--- src/rtl/ucode_pkg.sv ---
`default_nettype none
// ============================================================================
// Module   : ucode_pkg
// Purpose  : Shared definitions for the Robertson multiplier microsequencer:
//            micro-address constants, branch conditions and microword layout.
// Revision : 1.0  initial release
// ============================================================================
package ucode_pkg;

  // Micro-addresses of the multiply routine
  localparam logic [4:0] IDLE   = 5'd0;
  localparam logic [4:0] LOAD   = 5'd1;
  localparam logic [4:0] TEST   = 5'd2;
  localparam logic [4:0] ADD    = 5'd3;
  localparam logic [4:0] SHIFT  = 5'd4;
  localparam logic [4:0] LOOP   = 5'd5;
  localparam logic [4:0] FTEST  = 5'd6;
  localparam logic [4:0] SUB    = 5'd7;
  localparam logic [4:0] FSHIFT = 5'd8;
  localparam logic [4:0] DONE   = 5'd9;
  localparam logic [4:0] RET    = 5'd10;

  // Branch condition: when true the micro-PC loads the target, else increments
  typedef enum logic [2:0] {
    INCR      = 3'd0,
    ALWAYS    = 3'd1,
    IF_NSTART = 3'd2,
    IF_START  = 3'd3,
    IF_Q0Z    = 3'd4,
    IF_CNTNZ  = 3'd5
  } cond_e;

  typedef struct packed {
    cond_e      cond;
    logic [4:0] target;
    logic       ld_m;
    logic       ld_q;
    logic       clr_a;
    logic       add_en;
    logic       sub_en;
    logic       shift_en;
    logic       done;
  } uword_t;

  // Microword with a branch field and every strobe deasserted
  function automatic uword_t uw_branch(input cond_e c, input logic [4:0] t);
    uword_t w;
    w          = '0;
    w.cond     = c;
    w.target   = t;
    return w;
  endfunction

endpackage
`default_nettype wire

--- src/rtl/ucode_rom.sv ---
`default_nettype none
// ============================================================================
// Module   : ucode_rom
// Purpose  : Combinational micro-address to microword lookup. Addresses past
//            RET decode to an unconditional return to IDLE and flag illegal.
// Revision : 1.0  initial release
// ============================================================================
module ucode_rom
  import ucode_pkg::*;
(
  input  logic [4:0] upc_i,
  output uword_t     uword_o,
  output logic       illegal_o
);

  // Microcode table
  always_comb begin
    uword_o   = uw_branch(INCR, IDLE);
    illegal_o = 1'b0;
    case (upc_i)
      IDLE:   uword_o = uw_branch(IF_NSTART, IDLE);
      LOAD: begin
        uword_o.ld_m  = 1'b1;
        uword_o.ld_q  = 1'b1;
        uword_o.clr_a = 1'b1;
      end
      TEST:   uword_o = uw_branch(IF_Q0Z, SHIFT);
      ADD:    uword_o.add_en = 1'b1;
      SHIFT:  uword_o.shift_en = 1'b1;
      LOOP:   uword_o = uw_branch(IF_CNTNZ, TEST);
      FTEST:  uword_o = uw_branch(IF_Q0Z, FSHIFT);
      // Robertson sign correction: the multiplier MSB carries negative weight
      SUB:    uword_o.sub_en = 1'b1;
      FSHIFT: uword_o.shift_en = 1'b1;
      DONE: begin
        uword_o      = uw_branch(IF_START, DONE);
        uword_o.done = 1'b1;
      end
      RET:    uword_o = uw_branch(ALWAYS, IDLE);
      default: begin
        uword_o   = uw_branch(ALWAYS, IDLE);
        illegal_o = 1'b1;
      end
    endcase
  end

endmodule
`default_nettype wire

--- src/rtl/ucode_seq.sv ---
`default_nettype none
// ============================================================================
// Module   : ucode_seq
// Purpose  : Microsequencer for an N-bit Robertson signed multiplier. Decodes
//            the external micro-PC, evaluates the branch in the same cycle,
//            and owns the iteration counter and sticky illegal-address flag.
//            Legal N range is 2..16.
// Revision : 1.0  initial release
// ============================================================================
module ucode_seq
  import ucode_pkg::*;
#(
  parameter int N = 8
) (
  input  logic       clk,
  input  logic       reset,
  input  logic [4:0] upc,
  input  logic       start,
  input  logic       q0,
  output logic       load_incr,
  output logic [4:0] upc_next,
  output logic       ld_m,
  output logic       ld_q,
  output logic       clr_a,
  output logic       add_en,
  output logic       sub_en,
  output logic       shift_en,
  output logic       busy,
  output logic       done,
  output logic       err
);

  localparam int            CW       = $clog2(N);
  localparam logic [CW-1:0] CNT_INIT = CW'(N - 1);

  uword_t        uw;
  logic          illegal;
  logic          take;
  logic [CW-1:0] cnt_q;
  logic [CW-1:0] cnt_d;
  logic          err_q;
  logic          err_d;

  ucode_rom u_rom (
    .upc_i     (upc),
    .uword_o   (uw),
    .illegal_o (illegal)
  );

  // Branch decision from the microword condition and live status inputs
  always_comb begin
    take = 1'b0;
    case (uw.cond)
      INCR:      take = 1'b0;
      ALWAYS:    take = 1'b1;
      IF_NSTART: take = ~start;
      IF_START:  take = start;
      IF_Q0Z:    take = ~q0;
      IF_CNTNZ:  take = (cnt_q != '0);
      default:   take = 1'b0;
    endcase
  end

  // Target is forced to zero whenever the micro-PC is incrementing
  assign load_incr = take;
  assign upc_next  = take ? uw.target : 5'd0;

  assign ld_m     = uw.ld_m;
  assign ld_q     = uw.ld_q;
  assign clr_a    = uw.clr_a;
  assign add_en   = uw.add_en;
  assign sub_en   = uw.sub_en;
  assign shift_en = uw.shift_en;
  assign done     = uw.done;
  assign busy     = (upc != IDLE) && (upc != DONE);
  assign err      = err_q;

  // Counter loads N-1 at LOAD and counts loop shifts; the final shift is
  // outside the loop so N-1 loop passes give N shifts in total
  always_comb begin
    cnt_d = cnt_q;
    if (upc == LOAD) begin
      cnt_d = CNT_INIT;
    end else if (upc == SHIFT) begin
      cnt_d = cnt_q - 1'b1;
    end
  end

  // Illegal-address flag is sticky until reset
  always_comb begin
    err_d = err_q | illegal;
  end

  // State registers with asynchronous reset
  always_ff @(posedge clk or posedge reset) begin
    if (reset) begin
      cnt_q <= '0;
      err_q <= 1'b0;
    end else begin
      cnt_q <= cnt_d;
      err_q <= err_d;
    end
  end

endmodule
`default_nettype wire

--- config.mk ---
export PLATFORM = sky130hd
export DESIGN_NAME = ucode_seq
export DESIGN_NICKNAME = d
export VERILOG_FILES = /design/src/rtl/ucode_pkg.sv /design/src/rtl/ucode_rom.sv /design/src/rtl/ucode_seq.sv
export SDC_FILE = /design/constraint.sdc
export NUM_CORES = 1
export LEC_CHECK = 0
export BUFFER_PORTS_ARGS = -buffer_cell sky130_fd_sc_hd__buf_2
export CORE_AREA = 3 3 40 42
export CTS_BUF_LIST = sky130_fd_sc_hd__clkbuf_4
export CTS_CLUSTER_SIZE = 10
export DETAILED_ROUTE_END_ITERATION = 7
export DIE_AREA = 0 0 43 45
export HOLD_SLACK_MARGIN = 0.03
export PLACE_DENSITY = 0.73
export SLEW_MARGIN = 5
export SYNTH_ARGS = -nofsm -noshare
export SYNTH_HDL_FRONTEND = slang
export SYNTH_SLANG_ARGS = --single-unit
export TNS_END_PERCENT = 100
--- constraint.sdc ---
create_clock -name clk -period 1.6 [get_ports clk]
set_input_delay 0.16 -clock clk [delete_from_list [all_inputs] [get_ports clk]]
set_output_delay 0.16 -clock clk [all_outputs]
set_load 0.01 [all_outputs]
==> Implementation_results.wiki, run 1 <==
{| class="wikitable"
! Metric !! Value
|-
| Leakage dissipation || 0.368 nW
|-
| Total number of placement rows || 13
|-
| Post-Route Skew || 0.00146 ns
|-
| Number of endpoints with negative hold slack in the final report || 0
|-
| Final core utilization || 58.6%
|-
| Warnings, synthesis || 0
|-
| Y dimension of the die || 45 um
|-
| Via count of the first global-routing pass || 521
|-
| Clock power share || 25.7%
|-
| Floorplan core area || 1280 um2
|-
| Post-placement cell area || 692 um2
|-
| TritonCTS clock tree || built
|-
| Min cycle time layout || 1.81 ns
|-
| Die outline width || 43 um
|-
| Yosys top cell by area || sky130_fd_sc_hd__dfrtp_1
|-
| Depth of the CTS H-tree || 1
|-
| Detail Route Antenna Nets || 0
|-
| Vias || 589
|-
| Final Hold Slack || 0.295 ns
|-
| Cells along the critical path || inv_2 > ha_4 > or4bb_1 > a21oi_2 > a41oi_2 > buf_2
|-
| Inserted Clock Buffers || 3
|-
| Global routing usage on met3 || 2.39%
|-
| Distinct cells, synth || 33
|-
| Maximum clock frequency || 551 MHz
|-
| Initial core utilization || 40.2%
|-
| Share of total power in sequential cells || 26.7%
|-
| Top-level port count || 24
|-
| Total half-perimeter wirelength after legalization and detailed placement || 1.01 mm
|-
| Violations in the final reports || setup timing
|-
| Top cells by area in the synthesized netlist || sky130_fd_sc_hd__dfrtp_1 (19%), sky130_fd_sc_hd__nand2b_1 (6.1%), sky130_fd_sc_hd__ha_1 (4.8%)
|-
| Routability congestion estimate || 0.803
|-
| Min-Delay Path Class || input pin to flip-flop
|-
| Pin count of the biggest net entering global routing || 14
|-
| Average size of a mapped cell || 7.38 um2
|-
| Antenna diode count || 0
|-
| Max Fanout on Critical Path || 2
|-
| Drt first pass iters || 3
|-
| Flops & latches, synth || 4
|-
| Global-route track usage on met1 || 17.8%
|-
| Clock Root Buffer || sky130_fd_sc_hd__clkbuf_4
|-
| CTS sink count || 4
|-
| Final TNS setup || -0.413 ns
|-
| Port-buffer cells || 22
|-
| Final count of negative-setup-slack endpoints || 2
|-
| Power density relative to cell area || 621 nW/um2
|-
| Startpoint kind of the worst setup timing path || flip-flop
|-
| WS Path Type || flip-flop to output port
|-
| First DRT Iteration DRCs || 10
|-
| Fraction of power spent switching nets || 32.0%
|-
| Aggregate global-route resource usage || 14.7%
|-
| Nets || 111
|-
| Net switching power || 0.150 mW
|-
| Worst voltage drop across the vdd grid || 0.417 mV
|-
| Grt ovf || 0
|-
| Wire length after detailed routing || 1.38 mm
|-
| Largest stage delay on the critical path || 0.40 ns
|-
| Worst Path Required || 1.44 ns
|-
| Cell internal pwr || 0.318 mW
|-
| Cell Area, Synth || 517 um2
|-
| Clock slew at reported path FFs || 0.04 ns
|-
| Slowest stage cell, crit path || sky130_fd_sc_hd__or4bb_1
|-
| Die Outline Area || 1940 um2
|-
| Post-synthesis instance total || 70
|-
| Latest clock arrival within the worst-skew pair || 0.23 ns
|-
| Number of max-cap violations || 0
|-
| Area of all placed cells without fillers || 753 um2
|-
| Worst setup slack after layout || -0.215 ns
|-
| Sequential cell area fraction in the yosys report || 19.4%
|-
| Crit path DAT || 1.65 ns
|-
| Critical Path End Type || output port
|-
| Outcome || finished, violations left
|-
| Period Utilization, post-route || 113%
|-
| Number of antenna violations at the first check in global routing || 0
|-
| Pins Over Slew Limit || 0
|-
| Post-detailed-route via-to-cell ratio || 5.21
|-
| Busiest grt layer || met2
|-
| Top-area cell type share of the netlist area || 19.4%
|-
| Final routed wire length divided by cell count || 12.2 um
|-
| RSZ-0062 raised after global routing || true
|-
| Wire length of the first global-routing pass || 2.15 mm
|-
| Post-route DRC || 0
|-
| Layout cells sized above 1 || 44.9%
|-
| Fraction of met2 tracks used by global routing || 25.4%
|-
| Net Count, Synth || 81
|-
| Combinational cell fraction of total power || 47.5%
|-
| Layout-stage area growth over the synthesis result || 45.8%
|-
| Buffer levels on the longest clock path || 2
|}
-- layer usage --
metal / share of wire (%) / vias to the layer above
met5: 0 / -
met4: 0 / 0
met3: 5.1 / 0
met2: 51 / 16
met1: 44 / 270
li1: - / 303
-- logic make-up (layout without fill, tap and decap cells) --
kind of cell / Yosys count / in the layout / synth area share, %
buffers and inverters: 14 / 42 / 12.3
AOI/OAI and AO/OA: 16 / 16 / 23.5
adders and majority gates: 2 / 2 / 4.84
and+or+nand+nor: 32 / 32 / 37.3
DFF: 4 / 4 / 19.4
muxes: 1 / 1 / 1.94
other: 1 / 1 / 0.726
-- critical path: cells and delay by family, from the launching register on --
family | cells | cell delay (ns)
compound gates | 2 | 0.27
fa+ha+maj | 1 | 0.13
buf+inv | 2 | 0.24
flops | 1 | 0.37
simple gates | 1 | 0.40
-- registers in the layout, summed over array words and instances, names as in the netlist --
register  flops
cnt_q         3
err           1
-- layout by cell type, fill, tap and decap left out, drive strengths merged, types with 3 or more instances in the layout --
cell and count:
nor3 3, inv 6, clkbuf 3, buf 32
a21oi 4, nor2 6, dfrtp 4, nand2b 5
nor2b 4
-- area by class of cell --
cell class | count | area [um2]
repair buffers | 33 | 208
inverters | 6 | 22.5
flip-flops and latches | 4 | 100
fillers | 130 | 532
well taps | 15 | 18.8
multi-input cells | 52 | 382
clock buffers | 3 | 22.5
-- Yosys cell counts (all sizes together) --
| cell | instances |
|---|---|
| o2bb2a | 1 |
| a21o | 1 |
| or4 | 1 |
| a221o | 1 |
| nand2b | 5 |
| and2 | 1 |
| nor2 | 6 |
| nor3 | 3 |
| nor2b | 4 |
| or4bb | 1 |
| a31oi | 1 |
| nand3 | 2 |
| dfrtp | 4 |
| clkbuf | 4 |
| a211o | 1 |
| o21ai | 1 |
| nand2 | 1 |
| and3 | 2 |
| or3 | 2 |
| inv | 6 |
| a41oi | 1 |
| nor4bb | 1 |
| or3b | 2 |
| a2111oi | 1 |
| conb | 1 |
| a2bb2oi | 2 |
| buf | 4 |
| mux2i | 1 |
| a21oi | 4 |
| nand3b | 1 |
| o22ai | 2 |
| ha | 2 |
-- metrics by stage --
step | total power [mW] | setup slack [ns] | cells
after detailed placement | 0.325 | -0.0803 | 109
final | 0.468 | -0.215 | 113
after floorplan | 0.237 | 0.0651 | 70
after global routing | 0.501 | -0.298 | 113
after CTS | 0.467 | -0.167 | 113
after global placement | 0.317 | -0.0592 | 109
-- power groups by stage --
stage	Combinational, mW	Sequential, mW	Clock, mW
finish	0.222	0.125	0.120
detailed placement	0.200	0.124	0
CTS	0.214	0.125	0.128
floorplan	0.109	0.128	0
global route	0.244	0.128	0.129
global placement	0.193	0.125	0
-- what timing repair did --
| action | CTS | global route |
|---|---|---|
| pin swaps | 4 | 2 |
| endpoints found under the setup margin | 2 | 5 |
| buffers inserted | 0 | 0 |
| hold endpoints to repair | 4 | 0 |
| hold buffers | 1 | 0 |
| resized for setup | 5 | 2 |
-- worst paths after layout --
check	startpoint	end	slack, ns	cells past startpoint
hold reg to reg	err	err	0.47	1
hold / removal	upc[4]	err	0.30	3
max in group asynchronous	reset	cnt_q[1]	1.11	3
setup / recovery	cnt_q[0]	load_incr	-0.21	6
setup reg to reg	cnt_q[0]	cnt_q[2]	0.31	6
min in group asynchronous	reset	cnt_q[0]	0.35	3
(Power assumes the default switching activity.)
==> inputs of run 2 (changes only) <==
==> constraint.sdc (replaced) <==
create_clock -name clk -period 1.6 [get_ports clk]
set_input_delay 0.08 -clock clk [delete_from_list [all_inputs] [get_ports clk]]
set_output_delay 0.08 -clock clk [all_outputs]
set_load 0.01 [all_outputs]
==> Implementation_results.wiki, run 2 (synthesis results as in run 1) <==
{| class="wikitable"
! Metric !! Value
|-
| Clock slew at reported path FFs || 0.04 ns (about the same)
|-
| Post-placement cell area || 634 um2 (-8.3%)
|-
| CTS sink count || 4 (unchanged)
|-
| Via count of the first global-routing pass || 571 (+9.6%)
|-
| Final routed wire length divided by cell count || 13.3 um (+8.9%)
|-
| Layout-stage area growth over the synthesis result || 40.9%
|-
| Clock Root Buffer || sky130_fd_sc_hd__clkbuf_4
|-
| Buffer levels on the longest clock path || 2 (unchanged)
|-
| Critical Path End Type || output port
|-
| Final TNS setup || -0.276 ns (+0.137 ns)
|-
| Total number of placement rows || 13 (unchanged)
|-
| Max Fanout on Critical Path || 2 (unchanged)
|-
| Area of all placed cells without fillers || 728 um2 (-3.3%)
|-
| Startpoint kind of the worst setup timing path || flip-flop
|-
| First DRT Iteration DRCs || 6 (-4)
|-
| Die outline width || 43 um (unchanged)
|-
| Period Utilization, post-route || 109% (-4.6 points)
|-
| Post-detailed-route via-to-cell ratio || 5.29 (+1.4%)
|-
| RSZ-0062 raised after global routing || true
|-
| Top-level port count || 24 (unchanged)
|-
| Nets || 110 (-0.90%)
|-
| Drt first pass iters || 6 (+3)
|-
| Inserted Clock Buffers || 3 (unchanged)
|-
| Leakage dissipation || 0.358 nW (-2.7%)
|-
| Most frequent cells in the layout || sky130_fd_sc_hd__buf_2 (22), sky130_fd_sc_hd__buf_4 (9), sky130_fd_sc_hd__nor2_1 (6)
|-
| Depth of the CTS H-tree || 1 (unchanged)
|-
| Crit path DAT || 1.66 ns (about the same)
|-
| Port-buffer cells || 22 (unchanged)
|-
| Final count of negative-setup-slack endpoints || 2 (unchanged)
|-
| Most frequent standard cell in the layout excluding fill and tap cells || sky130_fd_sc_hd__buf_2
|-
| Outcome || finished, violations left
|-
| Post-route DRC || 0 (unchanged)
|-
| Min-Delay Path Class || input pin to flip-flop
|-
| TritonCTS clock tree || built
|-
| Grt ovf || 0 (unchanged)
|-
| Antenna diode count || 0 (unchanged)
|-
| Pins Over Slew Limit || 0 (unchanged)
|-
| Detail Route Antenna Nets || 0 (unchanged)
|-
| WS Path Type || flip-flop to output port
|-
| Number of max-cap violations || 0 (unchanged)
|-
| Initial core utilization || 40.2% (unchanged)
|-
| Worst setup slack after layout || -0.141 ns (+0.0739 ns)
|-
| Pin count of the biggest net entering global routing || 20 (+6)
|-
| Vias || 592 (+0.51%)
|-
| Largest register by flop count || cnt_q
|-
| Pre-CTS setup slack || -0.0550 ns (+0.0252 ns)
|-
| Setup slack on the worst flop-to-flop path || 0.26 ns (-0.05 ns)
|-
| Wire length after detailed routing || 1.49 mm (+7.9%)
|-
| Worst Path Required || 1.52 ns (+0.08 ns)
|-
| Number of flip-flops under the largest register name || 3 (unchanged)
|-
| Wire length of the first global-routing pass || 2.37 mm (+10%)
|-
| Aggregate global-route resource usage || 16.2% (+1.5 points)
|-
| Total half-perimeter wirelength after legalization and detailed placement || 1.02 mm (+1.2%)
|-
| Floorplan core area || 1280 um2 (unchanged)
|-
| Latest clock arrival within the worst-skew pair || 0.23 ns (about the same)
|-
| Post-Route Skew || 0.00102 ns (-0.000445 ns)
|-
| Die Outline Area || 1940 um2 (unchanged)
|-
| Routability congestion estimate || 0.800 (-0.29%)
|-
| Number of antenna violations at the first check in global routing || 0 (unchanged)
|-
| Total power after layout || 0.475 mW (+1.5%)
|-
| Violations in the final reports || setup timing
|-
| Power density relative to cell area || 652 nW/um2 (+5.0%)
|-
| Maximum clock frequency || 574 MHz (+4.2%)
|-
| Layout cells sized above 1 || 43.3% (-1.6 points)
|-
| Number of endpoints with negative hold slack in the final report || 0 (unchanged)
|-
| Y dimension of the die || 45 um (unchanged)
|-
| Worst voltage drop across the vdd grid || 0.435 mV (+4.5%)
|-
| Min cycle time layout || 1.74 ns (-0.0739 ns)
|}
-- run 2: cell count changes in the layout (fill, tap and decap cells not counted) --
cell and delta:
sky130_fd_sc_hd__nor3_2 -1, sky130_fd_sc_hd__buf_12 -1, sky130_fd_sc_hd__nor3_1 +1
-- run 2: what timing repair did --
item                                    in CTS  in global routing
setup buffers                                2                  3
endpoints found under the setup margin       2                  2
resized for setup                            5                  1
hold buffers                                 1                  0
pin swaps                                    3                  2
endpoints found under the hold margin        4                  0
-- run 2: worst max-delay path, stage by stage (launching register included) --
cell and delay [ns]:
sky130_fd_sc_hd__dfrtp_1 0.38, sky130_fd_sc_hd__inv_2 0.09, sky130_fd_sc_hd__ha_4 0.12, sky130_fd_sc_hd__or4bb_1 0.41
sky130_fd_sc_hd__a21oi_2 0.22, sky130_fd_sc_hd__a41oi_2 0.05, sky130_fd_sc_hd__buf_2 0.15
-- run 2: final cells by class --
class	instances	area (um2)
Inverter	6	22.5
Multi-Input combinational cell	52	377
Timing Repair Buffer	32	188
Clock buffer	3	22.5
Fill cell	134	557
Sequential cell	4	100
Tap cell	15	18.8
-- run 2: routing by layer --
layer	track usage, %	up-vias	share of wire, %
met5	0	-	0
met4	9.64	0	0
met3	3.98	0	6.8
met2	28.1	20	53
met1	18.1	272	40
li1	-	300	-
-- run 2: path summary, 6_finish.rpt --
check | from | end | cells after the start
min reg2reg | err | err | 1
min | upc[4] | err | 2
min in group asynchronous | reset | cnt_q[0] | 3
max reg2reg | cnt_q[0] | cnt_q[2] | 6
max in group asynchronous | reset | cnt_q[1] | 3
max | cnt_q[0] | load_incr | 6
-- run 2: where the power goes --
group	switching (mW)	internal [mW]
clock network	0.0366	0.0836
registers	0.0129	0.116
logic	0.105	0.120
total	0.154	0.321
-- run 2: metrics by stage --
stage | std cells | hold WS [ns] | util [%]
final | 112 | 0.180 | 56.7
after global routing | 112 | 0.206 | 56.7
after CTS | 109 | 0.167 | 54.3
after detailed placement | 103 | -0.0379 | 49.4
after global placement | 103 | -0.0388 | 49.4
after floorplan | 70 | -0.154 | -
==> inputs of run 3 (changes only) <==
==> constraint.sdc (replaced) <==
create_clock -name clk -period 2.1 [get_ports clk]
set_input_delay 0.21 -clock clk [delete_from_list [all_inputs] [get_ports clk]]
set_output_delay 0.21 -clock clk [all_outputs]
set_load 0.01 [all_outputs]
==> Implementation_results.wiki, run 3 (synthesis results as in run 1) <==
{| class="wikitable"
! Metric !! Value
|-
| Antenna diode count || 0 (unchanged)
|-
| Min-Delay Path Class || input pin to flip-flop
|-
| Postcts setup bufs || 0 (-2)
|-
| Wire length after detailed routing || 1.17 mm (-22%)
|-
| Total power after layout || 0.301 mW (-37%)
|-
| Critical Path End Type || output port
|-
| Worst setup slack after layout || 0.139 ns (+0.280 ns)
|-
| Fraction of power spent switching nets || 32.2% (-0.34 points)
|-
| CTS sink count || 4 (unchanged)
|-
| Most frequent standard cell in the layout excluding fill and tap cells || sky130_fd_sc_hd__buf_2
|-
| Maximum clock frequency || 510 MHz
|-
| Pin count of the biggest net entering global routing || 20 (unchanged)
|-
| Post-Route Skew || 0.00328 ns (+0.00226 ns)
|-
| Floorplan core area || 1280 um2 (unchanged)
|-
| Filler Cells Inserted || 130 (-3.0%)
|-
| Layout cells sized above 1 || 33.0% (-10 points)
|-
| Outcome || finished clean
|-
| Worst voltage drop across the vdd grid || 0.295 mV (-32%)
|-
| Buffer levels on the longest clock path || 2 (unchanged)
|-
| Depth of the CTS H-tree || 1 (unchanged)
|-
| Clock Root Buffer || sky130_fd_sc_hd__clkbuf_4
|-
| Grt ovf || 0 (unchanged)
|-
| Drt first pass iters || 4 (-2)
|-
| Final TNS setup || 0 ns (+0.276 ns)
|-
| Cell internal pwr || 0.204 mW (-36%)
|-
| Pins Over Slew Limit || 0 (unchanged)
|-
| Crit path DAT || 1.75 ns (+0.09 ns)
|-
| Largest register by flop count || cnt_q
|-
| Cells along the critical path || inv_1 > ha_1 > or4bb_1 > a21oi_2 > a41oi_1 > buf_2
|-
| Y dimension of the die || 45 um (unchanged)
|-
| TritonCTS clock tree || built
|-
| Top-level port count || 24 (unchanged)
|-
| Share of total power in sequential cells || 32.9% (+5.7 points)
|-
| Routability congestion estimate || 0.782 (-2.4%)
|-
| Clock power share || 30.8% (+5.5 points)
|-
| Via count of the first global-routing pass || 480 (-16%)
|-
| First DRT Iteration DRCs || 3 (-3)
|-
| Slowest stage cell, crit path || sky130_fd_sc_hd__or4bb_1
|-
| Vias || 540 (-8.8%)
|-
| Clock slew at reported path FFs || 0.04 ns (about the same)
|-
| Largest stage delay on the critical path || 0.49 ns (+0.08 ns)
|-
| Area of all placed cells without fillers || 641 um2 (-12%)
|-
| Max Fanout on Critical Path || 3 (+1)
|-
| Final core utilization || 49.9% (-6.8 points)
|-
| Combinational cell fraction of total power || 36.3% (-11 points)
|-
| Wire length of the first global-routing pass || 1.89 mm (-20%)
|-
| Instance count after placement with tap cells included || 99 (-3.9%)
|-
| Number of flip-flops under the largest register name || 3 (unchanged)
|-
| Number of endpoints with negative hold slack in the final report || 0 (unchanged)
|-
| Nets || 101 (-8.2%)
|-
| WS Path Type || flip-flop to output port
|-
| Most frequent cells in the layout || sky130_fd_sc_hd__buf_2 (22), sky130_fd_sc_hd__nor2_1 (6), sky130_fd_sc_hd__inv_1 (6)
|-
| Total number of placement rows || 13 (unchanged)
|-
| Leakage dissipation || 0.314 nW (-12%)
|-
| Final instance count without filler cells || 103 (-8.0%)
|-
| Die outline width || 43 um (unchanged)
|-
| Post-placement cell area || 604 um2 (-4.7%)
|-
| Worst Path Required || 1.89 ns (+0.37 ns)
|-
| Inserted Clock Buffers || 3 (unchanged)
|-
| Net switching power || 0.0969 mW (-37%)
|-
| Startpoint kind of the worst setup timing path || flip-flop
|-
| Period Utilization, post-route || 93.4%
|-
| Post-route DRC || 0 (unchanged)
|-
| Pre-CTS setup slack || 0.311 ns (+0.366 ns)
|-
| Final count of negative-setup-slack endpoints || 0 (-2)
|-
| Port-buffer cells || 22 (unchanged)
|-
| Total half-perimeter wirelength after legalization and detailed placement || 880 um (-14%)
|-
| Final routed wire length divided by cell count || 11.3 um (-15%)
|-
| RSZ-0062 raised after global routing || false
|-
| Number of max-cap violations || 0 (unchanged)
|-
| Layout-stage area growth over the synthesis result || 24.0%
|-
| Final Hold Slack || 0.297 ns (+0.117 ns)
|-
| Number of antenna violations at the first check in global routing || 0 (unchanged)
|-
| Initial core utilization || 40.2% (unchanged)
|-
| Aggregate global-route resource usage || 13.0% (-3.2 points)
|-
| Min cycle time layout || 1.96 ns
|-
| Detail Route Antenna Nets || 0 (unchanged)
|-
| Power density relative to cell area || 470 nW/um2 (-28%)
|-
| Post-detailed-route via-to-cell ratio || 5.24 (-0.81%)
|-
| Latest clock arrival within the worst-skew pair || 0.23 ns (about the same)
|-
| Die Outline Area || 1940 um2 (unchanged)
|}
-- run 3: layer usage --
layer  global-route usage [%]  part of all wire, %  wire [um]
met5                        0                    0          0
met4                     7.23                    0          0
met3                     3.59                  7.3         85
met2                     22.5                   48        557
met1                     14.6                   45        523
-- run 3: worst paths after layout --
kind                             end  slack (ns)      from  depth (start not counted)
setup reg to reg            cnt_q[2]        0.90  cnt_q[0]                          5
hold reg to reg                  err        0.46       err                          1
setup / recovery           load_incr        0.14  cnt_q[0]                          6
max in group asynchronous   cnt_q[2]        1.55     reset                          3
hold / removal                   err        0.30    upc[4]                          2
min in group asynchronous        err        0.40     reset                          3
-- run 3: area by class of cell --
class / instances / area, um2 / area share, %
Inverter: 6 / 22.5 / 3.52
Sequential cell: 4 / 100 / 15.6
Multi-Input combinational cell: 52 / 357 / 55.7
Tap cell: 15 / 18.8 / 2.93
Clock buffer: 3 / 22.5 / 3.52
Timing Repair Buffer: 23 / 120 / 18.7
-- run 3: what timing repair did --
item,in CTS,in global routing
hold endpoints to repair,4,0
resized for setup,0,1
hold buffers,1,0
setup endpoints to repair,0,2
-- run 3: power groups by stage --
stage / combinational, mW / sequential [mW] / clock, mW
finish: 0.109 / 0.0991 / 0.0929
global route: 0.125 / 0.101 / 0.105
CTS: 0.110 / 0.0992 / 0.0990
detailed placement: 0.108 / 0.100 / 0
global placement: 0.106 / 0.0997 / 0
floorplan: 0.0829 / 0.0978 / 0
-- run 3: critical path: cells and delay by family, from the launching register on --
family,cells,cell delay (ns)
simple gates,1,0.49
compound gates,2,0.25
flops,1,0.39
fa+ha+maj,1,0.15
buf+inv,2,0.23
